### src/rtl/regfile_pkg.sv
// Shared widths and types for the 8-entry register file and its scoreboard.
// Every pipeline-register stage that carries a register address or operand uses these.
package regfile_pkg;

   localparam int DATA_WIDTH = 64;
   localparam int ADDR_WIDTH = 3;
   localparam int NUM_REGS   = 2 ** ADDR_WIDTH;

   typedef logic [ADDR_WIDTH-1:0] reg_addr_t;
   typedef logic [DATA_WIDTH-1:0] reg_data_t;

   localparam reg_addr_t ZERO_REG = '0;

   function automatic logic is_zero_reg(input reg_addr_t a);
      return a == ZERO_REG;
   endfunction

endpackage

### src/rtl/reg_scoreboard.sv
// Busy-bit scoreboard: one pending-write bit per architectural register,
// plus the combinational stall request for the two decode source ports.
module reg_scoreboard #(
   parameter int ADDR_WIDTH = regfile_pkg::ADDR_WIDTH
) (
   input  logic                     clk,
   input  logic                     reset,
   input  logic [ADDR_WIDTH-1:0]    raddr0,
   input  logic [ADDR_WIDTH-1:0]    raddr1,
   input  logic                     wen,
   input  logic [ADDR_WIDTH-1:0]    waddr,
   input  logic                     issue_en,
   input  logic [ADDR_WIDTH-1:0]    issue_addr,
   output logic [2**ADDR_WIDTH-1:0] busy,
   output logic                     hazard
);
   import regfile_pkg::*;

   localparam int NREG = 2 ** ADDR_WIDTH;

   logic [NREG-1:0] set_vec;
   logic [NREG-1:0] clr_vec;
   logic [NREG-1:0] busy_nxt;

   // A source stalls only if its producer is still pending and is not
   // completing this very cycle (the write-first bypass covers that case).
   function automatic logic src_hazard(
      input logic [ADDR_WIDTH-1:0] ra,
      input logic [NREG-1:0]       bv,
      input logic                  w,
      input logic [ADDR_WIDTH-1:0] wa
   );
      return (ra != '0) && bv[ra] && !(w && (wa == ra));
   endfunction

   always_comb begin
      set_vec = '0;
      clr_vec = '0;
      if (issue_en) set_vec[issue_addr] = 1'b1;
      if (wen)      clr_vec[waddr]      = 1'b1;
      set_vec[0] = 1'b0;
      clr_vec[0] = 1'b0;
      // Set overrides clear: a same-cycle issue means a newer write is in flight.
      busy_nxt = set_vec | (busy & ~clr_vec);
   end

   always_ff @(posedge clk) begin
      if (reset) busy <= '0;
      else       busy <= busy_nxt;
   end

   assign hazard = src_hazard(raddr0, busy, wen, waddr)
                 | src_hazard(raddr1, busy, wen, waddr);

endmodule

### src/rtl/regfile_8x64.sv
// Two-read, one-write register file with registered read data, write-first
// bypass, hard-wired zero register and a pending-write scoreboard.
module regfile_8x64 #(
   parameter int DATA_WIDTH = regfile_pkg::DATA_WIDTH,
   parameter int ADDR_WIDTH = regfile_pkg::ADDR_WIDTH
) (
   input  logic                     clk,
   input  logic                     reset,
   input  logic [ADDR_WIDTH-1:0]    raddr0,
   input  logic [ADDR_WIDTH-1:0]    raddr1,
   output logic [DATA_WIDTH-1:0]    rdata0,
   output logic [DATA_WIDTH-1:0]    rdata1,
   input  logic                     wen,
   input  logic [ADDR_WIDTH-1:0]    waddr,
   input  logic [DATA_WIDTH-1:0]    wdata,
   input  logic                     issue_en,
   input  logic [ADDR_WIDTH-1:0]    issue_addr,
   output logic                     hazard,
   output logic [2**ADDR_WIDTH-1:0] busy
);
   import regfile_pkg::*;

   localparam int DEPTH = 2 ** ADDR_WIDTH;

   logic [DATA_WIDTH-1:0] mem [DEPTH];
   logic                  wr_ok;
   logic [DATA_WIDTH-1:0] rd0_nxt;
   logic [DATA_WIDTH-1:0] rd1_nxt;
   logic [DATA_WIDTH-1:0] rdata0_p1;
   logic [DATA_WIDTH-1:0] rdata1_p1;

   function automatic logic [DATA_WIDTH-1:0] read_port(
      input logic [ADDR_WIDTH-1:0] ra,
      input logic                  w,
      input logic [ADDR_WIDTH-1:0] wa,
      input logic [DATA_WIDTH-1:0] wd,
      input logic [DATA_WIDTH-1:0] stored
   );
      if (ra == '0)             return '0;
      else if (w && (wa == ra)) return wd;
      else                      return stored;
   endfunction

   assign wr_ok   = wen && (waddr != '0);
   assign rd0_nxt = read_port(raddr0, wen, waddr, wdata, mem[raddr0]);
   assign rd1_nxt = read_port(raddr1, wen, waddr, wdata, mem[raddr1]);

   // ---- p0 -> p1: array update and operand capture ----
   always_ff @(posedge clk) begin
      if (reset) begin
         for (int i = 0; i < DEPTH; i++) mem[i] <= '0;
         rdata0_p1 <= '0;
         rdata1_p1 <= '0;
      end else begin
         if (wr_ok) mem[waddr] <= wdata;
         rdata0_p1 <= rd0_nxt;
         rdata1_p1 <= rd1_nxt;
      end
   end

   assign rdata0 = rdata0_p1;
   assign rdata1 = rdata1_p1;

   reg_scoreboard #(.ADDR_WIDTH(ADDR_WIDTH)) u_scoreboard (
      .clk        (clk),
      .reset      (reset),
      .raddr0     (raddr0),
      .raddr1     (raddr1),
      .wen        (wen),
      .waddr      (waddr),
      .issue_en   (issue_en),
      .issue_addr (issue_addr),
      .busy       (busy),
      .hazard     (hazard)
   );

endmodule

### config.mk
export PLATFORM = sky130hd
export DESIGN_NAME = regfile_8x64
export DESIGN_NICKNAME = d
export VERILOG_FILES = /design/src/rtl/regfile_pkg.sv /design/src/rtl/reg_scoreboard.sv /design/src/rtl/regfile_8x64.sv
export SDC_FILE = /design/constraint.sdc
export NUM_CORES = 1
export LEC_CHECK = 0
export ABC_CLOCK_PERIOD_IN_PS = 11000
export CORE_MARGIN = 2
export CORE_UTILIZATION = 60
export CTS_CLUSTER_SIZE = 20
export DETAILED_ROUTE_END_ITERATION = 10
export PLACE_DENSITY_LB_ADDON = 0.15
export SYNTH_ARGS = -nofsm -noshare
export SYNTH_HDL_FRONTEND = slang
export SYNTH_SLANG_ARGS = --single-unit
### constraint.sdc
create_clock -name clk -period 11 [get_ports clk]
set_input_delay 2.2 -clock clk [delete_from_list [all_inputs] [get_ports clk]]
set_output_delay 2.2 -clock clk [all_outputs]
set_load 0.02 [all_outputs]
==> results of run 1 <==
[flip-flops by register name (all words and copies together), names as in the netlist]
name and cells:
u_scoreboard.busy 7, rdata1 64, mem 512, rdata0 64
[final cells by class]
type	count	area share [%]
Antenna cell	3	0.0208
Clock inverter	31	1.06
Timing Repair Buffer	253	6.77
Sequential cell	647	50.1
Clock buffer	94	5.39
Multi-Input combinational cell	1224	34.2
Tap cell	680	2.36
Inverter	5	0.0589
[routing by layer]
layer | GRT usage (%) | vias to the layer above | wire length, um
met5 | 0 | - | 35
met4 | 13.4 | 6 | 3020
met3 | 6.08 | 220 | 9010
met2 | 53.7 | 1139 | 42300
met1 | 42.9 | 9818 | 31200
li1 | - | 8119 | -
[power breakdown]
part	switching (mW)	leakage [nW]	internal, mW	total (mW)
Sequential	0.0860	6.08	2.83	2.91
Clock	0.951	1.15	1.45	2.40
Combinational	0.424	5.48	0.357	0.781
Total	1.46	12.7	4.64	6.10
[layout by cell type, fill, tap and decap left out, drive strengths merged]
cell / Yosys / routed
edfxtp: 512 / 512
and2: 448 / 448
mux4: 258 / 258
clkdlybuf4s50: 0 / 209
dfxtp: 135 / 135
a21oi: 134 / 134
mux2i: 132 / 132
o31ai: 129 / 129
clkbuf: 51 / 94
conb: 1 / 65
buf: 126 / 44
clkinv: 1 / 21
o21ai: 13 / 13
bufinv: 0 / 9
nor2: 7 / 7
nand3: 7 / 7
nor3: 7 / 7
xnor2: 6 / 6
inv: 4 / 6
nand2: 5 / 5
diode: 0 / 3
nand2b: 3 / 3
nor2b: 3 / 3
or2: 2 / 2
a311oi: 1 / 1
o22ai: 1 / 1
o32ai: 1 / 1
o311ai: 1 / 1
nand4: 1 / 1
[final timing paths]
check                       start                    to  slack (ns)  depth (start not counted)
max                     raddr0[0]                hazard        3.80                          6
min          u_scoreboard.busy[1]  u_scoreboard.busy[1]        0.61                          2
max reg2reg            mem[5][21]            rdata0[21]        9.52                          3
min reg2reg  u_scoreboard.busy[1]  u_scoreboard.busy[1]        0.61                          2
[cells by family after synthesis]
group                  after synthesis  share of synthesized area, %
multiplexers                       390                          22.9
buffers and inverters              182                          3.28
other                                1                        0.0121
flip-flops                         647                          58.2
XOR/XNOR                             6                         0.169
AO/OA/AOI/OAI                      280                          5.61
AND/OR/NAND/NOR                    483                          9.80
[worst max-delay path, cell delays in order]
cell                              delay [ns]
sky130_fd_sc_hd__buf_8                  0.41
sky130_fd_sc_hd__buf_4                  0.84
sky130_fd_sc_hd__mux4_2                 0.61
sky130_fd_sc_hd__o22ai_1                0.16
sky130_fd_sc_hd__o32ai_1                0.11
sky130_fd_sc_hd__clkdlybuf4s50_1        0.64
[stage by stage]
step           instance area (um2)  utilization (%)
3_5_place_dp                 33800             65.8
4_1_cts                      36100             70.3
5_1_grt                      36100             70.3
3_3_place_gp                 33800             65.8
6_report                     36100             70.4
2_1_floorplan                31300                -
==> summary.log, run 1 <==
[outcome] run status finished clean
[routing] average wire per cell in the routed design 29.1 um
[yosys] most frequently used flop master after synthesis sky130_fd_sc_hd__edfxtp_1
[worst_setup_path] largest driver fanout on the critical path 47
[final_layout] total area of sequential cells 18100 um2
[timing] headroom to the max-slew limit 19.5%
[timing] setup repair after global routing missed its margin no
[routing] count of TritonRoute iterations in the first routing pass 7
[global_routing] GRT Overall Usage 32.5%
[placed_design] post-placement setup slack 3.73 ns
[floorplanning] core region area 51300 um2
[yosys] area share of the leading cell type in the synthesized netlist 49.5%
[timing] post-route setup slack 3.80 ns
[clock_network] latest clock arrival within the worst-skew pair 0.62 ns
[clock_network] number of hold buffers added after cts 0
[worst_setup_path] Worst Setup Path Type input port to primary output
[floorplanning] I/O pins 217
[routing] antenna-violating nets left 0
[yosys] post-synthesis instance area 31100 um2
[timing] Final Max Slew Viols 0
[floorplanning] Die W 232 um
[yosys] biggest area contributors in the synthesized netlist sky130_fd_sc_hd__edfxtp_1, sky130_fd_sc_hd__mux4_2, sky130_fd_sc_hd__and2_1
[clock_network] clock tree from TritonCTS done
[clock_network] clock sink count 647
[run] MaxCap Viol Count 0
[routing] routed wire length 85600 um
[timing] count of endpoints failing setup in the final report 0
[worst_setup_path] CP endpoint kind primary output
[timing] Min Clock Period, post-route 7.20 ns
[clock_network] Clock Pin Slew Worst Setup and Hold Paths 0.06 ns
[floorplanning] total die area 53600 um2
[clock_network] H-tree depth 3
[final_layout] combined area of the multi-input logic cells 12400 um2
[worst_setup_path] data required time of the worst path 8.80 ns
[final_layout] share of post-route cells with drive strength above 1 19.0%
[worst_hold_path] worst min-delay path class register to register
[yosys] count of mapped cells out of synthesis 1989
[worst_setup_path] arrival time at the worst endpoint 5.00 ns
[timing] hold violation count in the final report 0
[placed_design] Port Buffer Count 215
[clock_network] post_cts resized 0
[final_layout] synthesis-to-finish area growth 16.1%
[global_routing] maximum number of pins on one net before global-route repair 82
[timing] period utilization 65.5%
[clock_network] Clock Root Buffer sky130_fd_sc_hd__clkbuf_16
[final_layout] final std cells w/o fill 2937
[pwr] power per standard cell area 169 nW/um2
[global_routing] number of antenna violations at the first check in global routing 6
[routing] DRC violations left 0
[placed_design] Cell Count Post-Placement 2809
[pwr] worst supply voltage drop on vdd 0.132 mV
[final_layout] number of filler cells placed in the layout 3474
[placed_design] DP Wirelength 46600 um
[yosys] number of enable-type register cells in the synthesized netlist 512
[yosys] library cells used by synthesis 36
[yosys] number of warning messages in the yosys log 0
[global_routing] first-pass GRT wire length 127000 um
[floorplanning] die extent in y 232 um
[yosys] register bit count reported by yosys 647
[clock_network] number of buffers inserted during clock tree synthesis 69
[routing] mean number of vias per cell 6.57
[yosys] Async SR Flop Fraction 0%
[timing] clock skew 0.0196 ns
[yosys] most frequently used cell type in the post-synthesis netlist sky130_fd_sc_hd__edfxtp_1
[final_layout] net total in the final layout 2280
[yosys] part of the Yosys area used for sequential elements 58.2%
[timing] highest achievable clock rate 139 MHz
[floorplanning] Starting Density 60.6%
[timing] WHS 0.615 ns
[routing] count of vias placed by the detailed router 19300
[global_routing] vias in the first global route 20300
[yosys] Post-Synthesis Mean Instance Area 15.6 um2
[clock_network] maximum clock path buffer count 3
[worst_setup_path] element type at the critical path start input port
[pwr] leakage component of the power 12.7 nW
[floorplanning] placement row count 83
[timing] pin slew with the least headroom to its limit 1.20 ns
[clock_network] setup repair bufs after CTS 0
[global_routing] Remaining Overflow, GRT 0
[placed_design] weighted congestion at the end of routability-driven global placement 0.821
[timing] final setup TNS 0 ns
[pwr] Design Power 6.10 mW
[yosys] library cell occupying the most area in the post-synthesis netlist sky130_fd_sc_hd__edfxtp_1
[yosys] leading cell types by count after synthesis sky130_fd_sc_hd__edfxtp_1, sky130_fd_sc_hd__and2_1, sky130_fd_sc_hd__mux4_2
[routing] detailed router's first-iteration violation count 2074
Power figures use the tool's default switching activity.
==> inputs of run 2 (changes only) <==
Settings changed: ABC_CLOCK_PERIOD_IN_PS 11000 to 7500, CORE_UTILIZATION 60 to 59.
Clock period 11 ns to 7.5 ns, I/O delays scaled along.
==> run 2 against run 1 <==
Compared with the run above:
- worst hold slack got worse by 0.087 ns
- global-route usage barely moved
- first-iteration DRC count rose by 12%
- sequential power rose by 47%
- core utilization fell by 1.5 points
==> summary.log, run 2 (synthesized netlist as in run 1, its figures left out) <==
[clock_network] number of hold buffers added after cts 0
[worst_hold_path] worst min-delay path class register to register
[final_layout] most common library cell in the layout ignoring fill and taps sky130_fd_sc_hd__edfxtp_1
[clock_network] maximum clock path buffer count 3
[placed_design] weighted congestion at the end of routability-driven global placement 0.831
[timing] count of endpoints failing setup in the final report 0
[pwr] worst supply voltage drop on vdd 0.167 mV
[floorplanning] Die W 234 um
[worst_setup_path] CP endpoint kind primary output
[placed_design] DP Wirelength 44200 um
[pwr] leakage component of the power 12.7 nW
[global_routing] Remaining Overflow, GRT 0
[floorplanning] placement row count 84
[routing] mean number of vias per cell 6.51
[timing] period utilization 77.8%
[routing] average wire per cell in the routed design 29.5 um
[worst_setup_path] Critical Path, Cell by Cell clkdlybuf4s50_1, xnor2_1, nand3_4, o22ai_1, o32ai_1, clkdlybuf4s50_1
[floorplanning] total die area 54500 um2
[routing] count of vias placed by the detailed router 19200
[timing] hold violation count in the final report 0
[global_routing] first-pass GRT wire length 127000 um
[pwr] switching power summed over all nets 2.13 mW
[timing] setup repair after global routing missed its margin no
[global_routing] GRT Overall Usage 32.5%
[pwr] Power Internal 6.68 mW
[clock_network] latest clock arrival within the worst-skew pair 0.61 ns
[floorplanning] Starting Density 59.4%
[routing] detailed router's first-iteration violation count 2333
[final_layout] net total in the final layout 2279
[final_layout] synthesis-to-finish area growth 16.0%
[pwr] Sw Share 24.2%
[pwr] share of power burned in the clock network 38.4%
[routing] DRC violations left 0
[clock_network] Clock Pin Slew Worst Setup and Hold Paths 0.06 ns
[timing] headroom to the max-slew limit 15.4%
[worst_setup_path] reg-to-reg slack, setup 6.04 ns
[clock_network] number of buffers inserted during clock tree synthesis 69
[clock_network] Clock Root Buffer sky130_fd_sc_hd__clkbuf_16
[global_routing] vias in the first global route 19900
[final_layout] top register by number of flip-flops mem
[floorplanning] core region area 52300 um2
[placed_design] Port Buffer Count 215
[timing] pin slew with the least headroom to its limit 1.27 ns
[final_layout] number of flip-flops under the largest register name 512
[worst_setup_path] data required time of the worst path 6.00 ns
[pwr] share of total power in combinational logic 12.9%
[timing] Min Clock Period, post-route 5.83 ns
[floorplanning] die extent in y 234 um
[worst_setup_path] element type at the critical path start input port
[worst_setup_path] most frequent cell on the critical path sky130_fd_sc_hd__clkdlybuf4s50_1
[worst_setup_path] Worst Setup Path Type input port to primary output
[clock_network] post_cts resized 0
[floorplanning] I/O pins 217
[worst_setup_path] Largest stage delay, worst path 0.79 ns
[clock_network] setup repair bufs after CTS 0
[pwr] Design Power 8.80 mW
[routing] routed wire length 86800 um
[worst_setup_path] arrival time at the worst endpoint 4.33 ns
[clock_network] clock sink count 647
[timing] final setup TNS 0 ns
[outcome] run status finished clean
[timing] WHS 0.528 ns
[pwr] power per standard cell area 244 nW/um2
[final_layout] share of post-route cells with drive strength above 1 18.6%
[clock_network] clock tree from TritonCTS done
[global_routing] maximum number of pins on one net before global-route repair 91
[clock_network] H-tree depth 3
[final_layout] highest-count cells in the layout ignoring fill and taps sky130_fd_sc_hd__edfxtp_1, sky130_fd_sc_hd__and2_1, sky130_fd_sc_hd__mux4_2
[timing] highest achievable clock rate 171 MHz
[worst_setup_path] slowest CP cell sky130_fd_sc_hd__clkdlybuf4s50_1
[run] MaxCap Viol Count 0
[global_routing] number of antenna violations at the first check in global routing 7
[timing] clock skew 0.0170 ns
[worst_setup_path] largest driver fanout on the critical path 25
[routing] antenna-violating nets left 0
[pwr] sequential fraction of design power 48.6%
[timing] Final Max Slew Viols 0
[routing] count of TritonRoute iterations in the first routing pass 5
==> run 2: changes by cell type in the layout (fill, tap and decap cells not counted), sizes merged <==
cell and delta:
clkinv -6, buf -1, clkbuf +11, bufinv -5, diode +2, inv -1
==> run 2: critical path, delay by kind of cell <==
family | cells | cell delay [ns]
AO/OA/AOI/OAI | 2 | 0.62
buffers and inverters | 2 | 1.58
AND/OR/NAND/NOR | 1 | 0.43
XOR/XNOR | 1 | 0.20
==> run 2: path summary, 6_finish.rpt <==
kind / start / end / cells after the start
worst max-delay path: waddr[0] / hazard / 6
worst max register to register: mem[4][56] / rdata1[56] / 3
worst min register to register: u_scoreboard.busy[4] / u_scoreboard.busy[4] / 2
worst min-delay path: u_scoreboard.busy[4] / u_scoreboard.busy[4] / 2
==> run 2: power groups by stage <==
stage,logic (mW),clock network (mW),registers (mW)
after floorplan,0.621,0,4.40
after global placement,1.12,0,4.34
after detailed placement,1.13,0,4.35
after CTS,1.13,3.40,4.28
after global routing,1.20,3.54,4.30
final,1.14,3.38,4.28
==> run 2: final cells by class <==
cell class,instances,area [um2]
repair buffers,252,2490
well taps,688,861
multi-input cells,1224,12400
clock inverters,19,184
clock buffers,105,2040
flip-flops and latches,647,18100
fillers,3552,16300
diodes,5,12.5
inverters,5,21.3
==> run 2: per-stage QoR <==
| step | area (um2) | std cells | setup slack, ns | utilization [%] |
|---|---|---|---|---|
| floorplan | 31300 | 2053 | 0.425 | - |
| global placement | 33800 | 2816 | 1.79 | 64.6 |
| detailed placement | 33800 | 2816 | 1.73 | 64.6 |
| CTS | 36000 | 2940 | 1.73 | 68.8 |
| global route | 36000 | 2942 | 1.59 | 68.8 |
| finish | 36000 | 2945 | 1.67 | 68.9 |
==> run 2: layer usage <==
layer / up-vias / track usage (%) / routed length [um]
met2: 1164 / 51.5 / 42100
met1: 9711 / 44.6 / 32500
met5: - / 2.67 / 13
met4: 2 / 12.0 / 2500
li1: 8111 / - / -
met3: 192 / 7.04 / 9740
==> inputs of run 3 (changes only) <==
Settings changed: ABC_CLOCK_PERIOD_IN_PS 7500 to 6100.
Clock period 7.5 ns to 6.1 ns, I/O delays scaled along.
==> run 3 against run 2 <==
Compared with the run above:
- first-iteration DRC count down 11%
- sequential share of layout area down 0.22 points
- wire length up 1.1%
- largest power group unchanged
==> summary.log, run 3 (synthesized netlist as in run 1, its figures left out) <==
[global_routing] maximum number of pins on one net before global-route repair 124
[clock_network] latest clock arrival within the worst-skew pair 0.61 ns
[clock_network] clock sink count 647
[routing] DRC violations left 0
[clock_network] post_cts resized 0
[final_layout] number of flip-flops under the largest register name 512
[global_routing] GRT Overall Usage 33.0%
[placed_design] Cell Count Post-Placement 2821
[floorplanning] total die area 54500 um2
[clock_network] H-tree depth 3
[placed_design] weighted congestion at the end of routability-driven global placement 0.832
[timing] Min Clock Period, post-route 5.42 ns
[placed_design] Port Buffer Count 215
[run] MaxCap Viol Count 0
[clock_network] Clock Pin Slew Worst Setup and Hold Paths 0.06 ns
[clock_network] number of buffers inserted during clock tree synthesis 70
[floorplanning] Starting Density 59.4%
[global_routing] Remaining Overflow, GRT 0
[pwr] worst supply voltage drop on vdd 0.187 mV
[routing] average wire per cell in the routed design 29.8 um
[worst_setup_path] kind of cell adding the most delay to the critical path buffers and inverters
[placed_design] DP Wirelength 46100 um
[routing] routed wire length 87700 um
[pwr] leakage component of the power 12.7 nW
[final_layout] top register by number of flip-flops mem
[timing] Final Max Slew Viols 0
[final_layout] highest-count cells in the layout ignoring fill and taps sky130_fd_sc_hd__edfxtp_1, sky130_fd_sc_hd__and2_1, sky130_fd_sc_hd__mux4_2
[routing] detailed router's first-iteration violation count 2074
[worst_setup_path] arrival time at the worst endpoint 4.20 ns
[routing] count of vias placed by the detailed router 19600
[global_routing] first-pass GRT wire length 129000 um
[timing] headroom to the max-slew limit 15.1%
[final_layout] net total in the final layout 2285
[timing] clock skew 0.0165 ns
[routing] antenna-violating nets left 0
[outcome] run status finished clean
[worst_setup_path] slowest CP cell sky130_fd_sc_hd__o32ai_1
[worst_setup_path] most frequent cell on the critical path sky130_fd_sc_hd__clkdlybuf4s50_1
[worst_setup_path] largest driver fanout on the critical path 8
[timing] setup repair after global routing missed its margin no
[worst_setup_path] CP endpoint kind primary output
[floorplanning] I/O pins 217
[worst_hold_path] worst min-delay path class register to register
[clock_network] Clock Root Buffer sky130_fd_sc_hd__clkbuf_16
[worst_setup_path] Buf+Inv Stages, Crit Path 2
[final_layout] share of post-route cells with drive strength above 1 19.0%
[routing] count of TritonRoute iterations in the first routing pass 6
[worst_setup_path] Critical Path, Cell by Cell clkdlybuf4s50_1, xnor2_1, nand3_4, nor2_1, o32ai_1, clkdlybuf4s50_1
[timing] count of endpoints failing setup in the final report 0
[clock_network] clock tree from TritonCTS done
[worst_setup_path] Largest stage delay, worst path 1.01 ns
[timing] hold violation count in the final report 0
[final_layout] final std cells w/o fill 2948
[floorplanning] Die W 234 um
[worst_setup_path] data required time of the worst path 4.88 ns
[pwr] Design Power 10.9 mW
[floorplanning] die extent in y 234 um
[pwr] power per standard cell area 301 nW/um2
[floorplanning] core region area 52300 um2
[placed_design] DP Area 33900 um2
[timing] highest achievable clock rate 184 MHz
[worst_setup_path] Worst Setup Path Type input port to primary output
[final_layout] synthesis-to-finish area growth 16.5%
[global_routing] number of antenna violations at the first check in global routing 10
[timing] period utilization 88.9%
[floorplanning] placement row count 84
[worst_setup_path] element type at the critical path start input port
[final_layout] most common library cell in the layout ignoring fill and taps sky130_fd_sc_hd__edfxtp_1
[final_layout] Layout Cell Area excl Fill 36200 um2
[timing] final setup TNS 0 ns
[clock_network] maximum clock path buffer count 3
[clock_network] setup repair bufs after CTS 0
[global_routing] vias in the first global route 20400
[final_layout] final cell utilization of the core 69.2%
[routing] mean number of vias per cell 6.65
[clock_network] number of hold buffers added after cts 0
[timing] pin slew with the least headroom to its limit 1.27 ns
-- run 3: metrics by stage --
stage,hold slack [ns],worst slack (ns)
after floorplan,0.560,-0.677
after global placement,0.517,0.947
after detailed placement,0.511,0.934
after CTS,0.524,0.930
after global routing,0.559,0.833
final,0.532,0.680
-- run 3: final cells by class --
type,count,area [um2]
Inverter,5,21.3
Tap cell,688,861
Multi-Input combinational cell,1224,12400
Timing Repair Buffer,257,2630
Antenna cell,5,12.5
Sequential cell,647,18100
Clock inverter,26,270
Clock buffer,96,1970
Fill cell,3561,16100
-- run 3: worst register-to-register path, stage by stage, from the launching register on --
cell and delay, ns:
sky130_fd_sc_hd__edfxtp_1 0.41, sky130_fd_sc_hd__mux4_2 0.48, sky130_fd_sc_hd__mux2i_1 0.30, sky130_fd_sc_hd__a21oi_1 0.13
-- run 3: routing by layer --
metal	up-vias	share of wire, %	global-route usage [%]
met5	-	0.066	0
met1	10000	38	45.3
li1	8127	-	-
met4	10	2.8	12.6
met2	1256	48	52.4
met3	197	11	6.82
-- run 3: report_power, final --
group	internal, mW	total, mW	switching [mW]
clock	2.51	4.21	1.71
sequential	5.10	5.26	0.168
combinational	0.654	1.42	0.761
total	8.26	10.9	2.64
-- run 3: worst paths after layout --
kind	end	slack, ns	cells after the start	from
worst max-delay path	hazard	0.68	6	waddr[1]
worst min-delay path	u_scoreboard.busy[7]	0.53	2	u_scoreboard.busy[7]
worst max register to register	rdata1[17]	4.61	3	mem[5][17]
worst min register to register	u_scoreboard.busy[7]	0.53	2	u_scoreboard.busy[7]
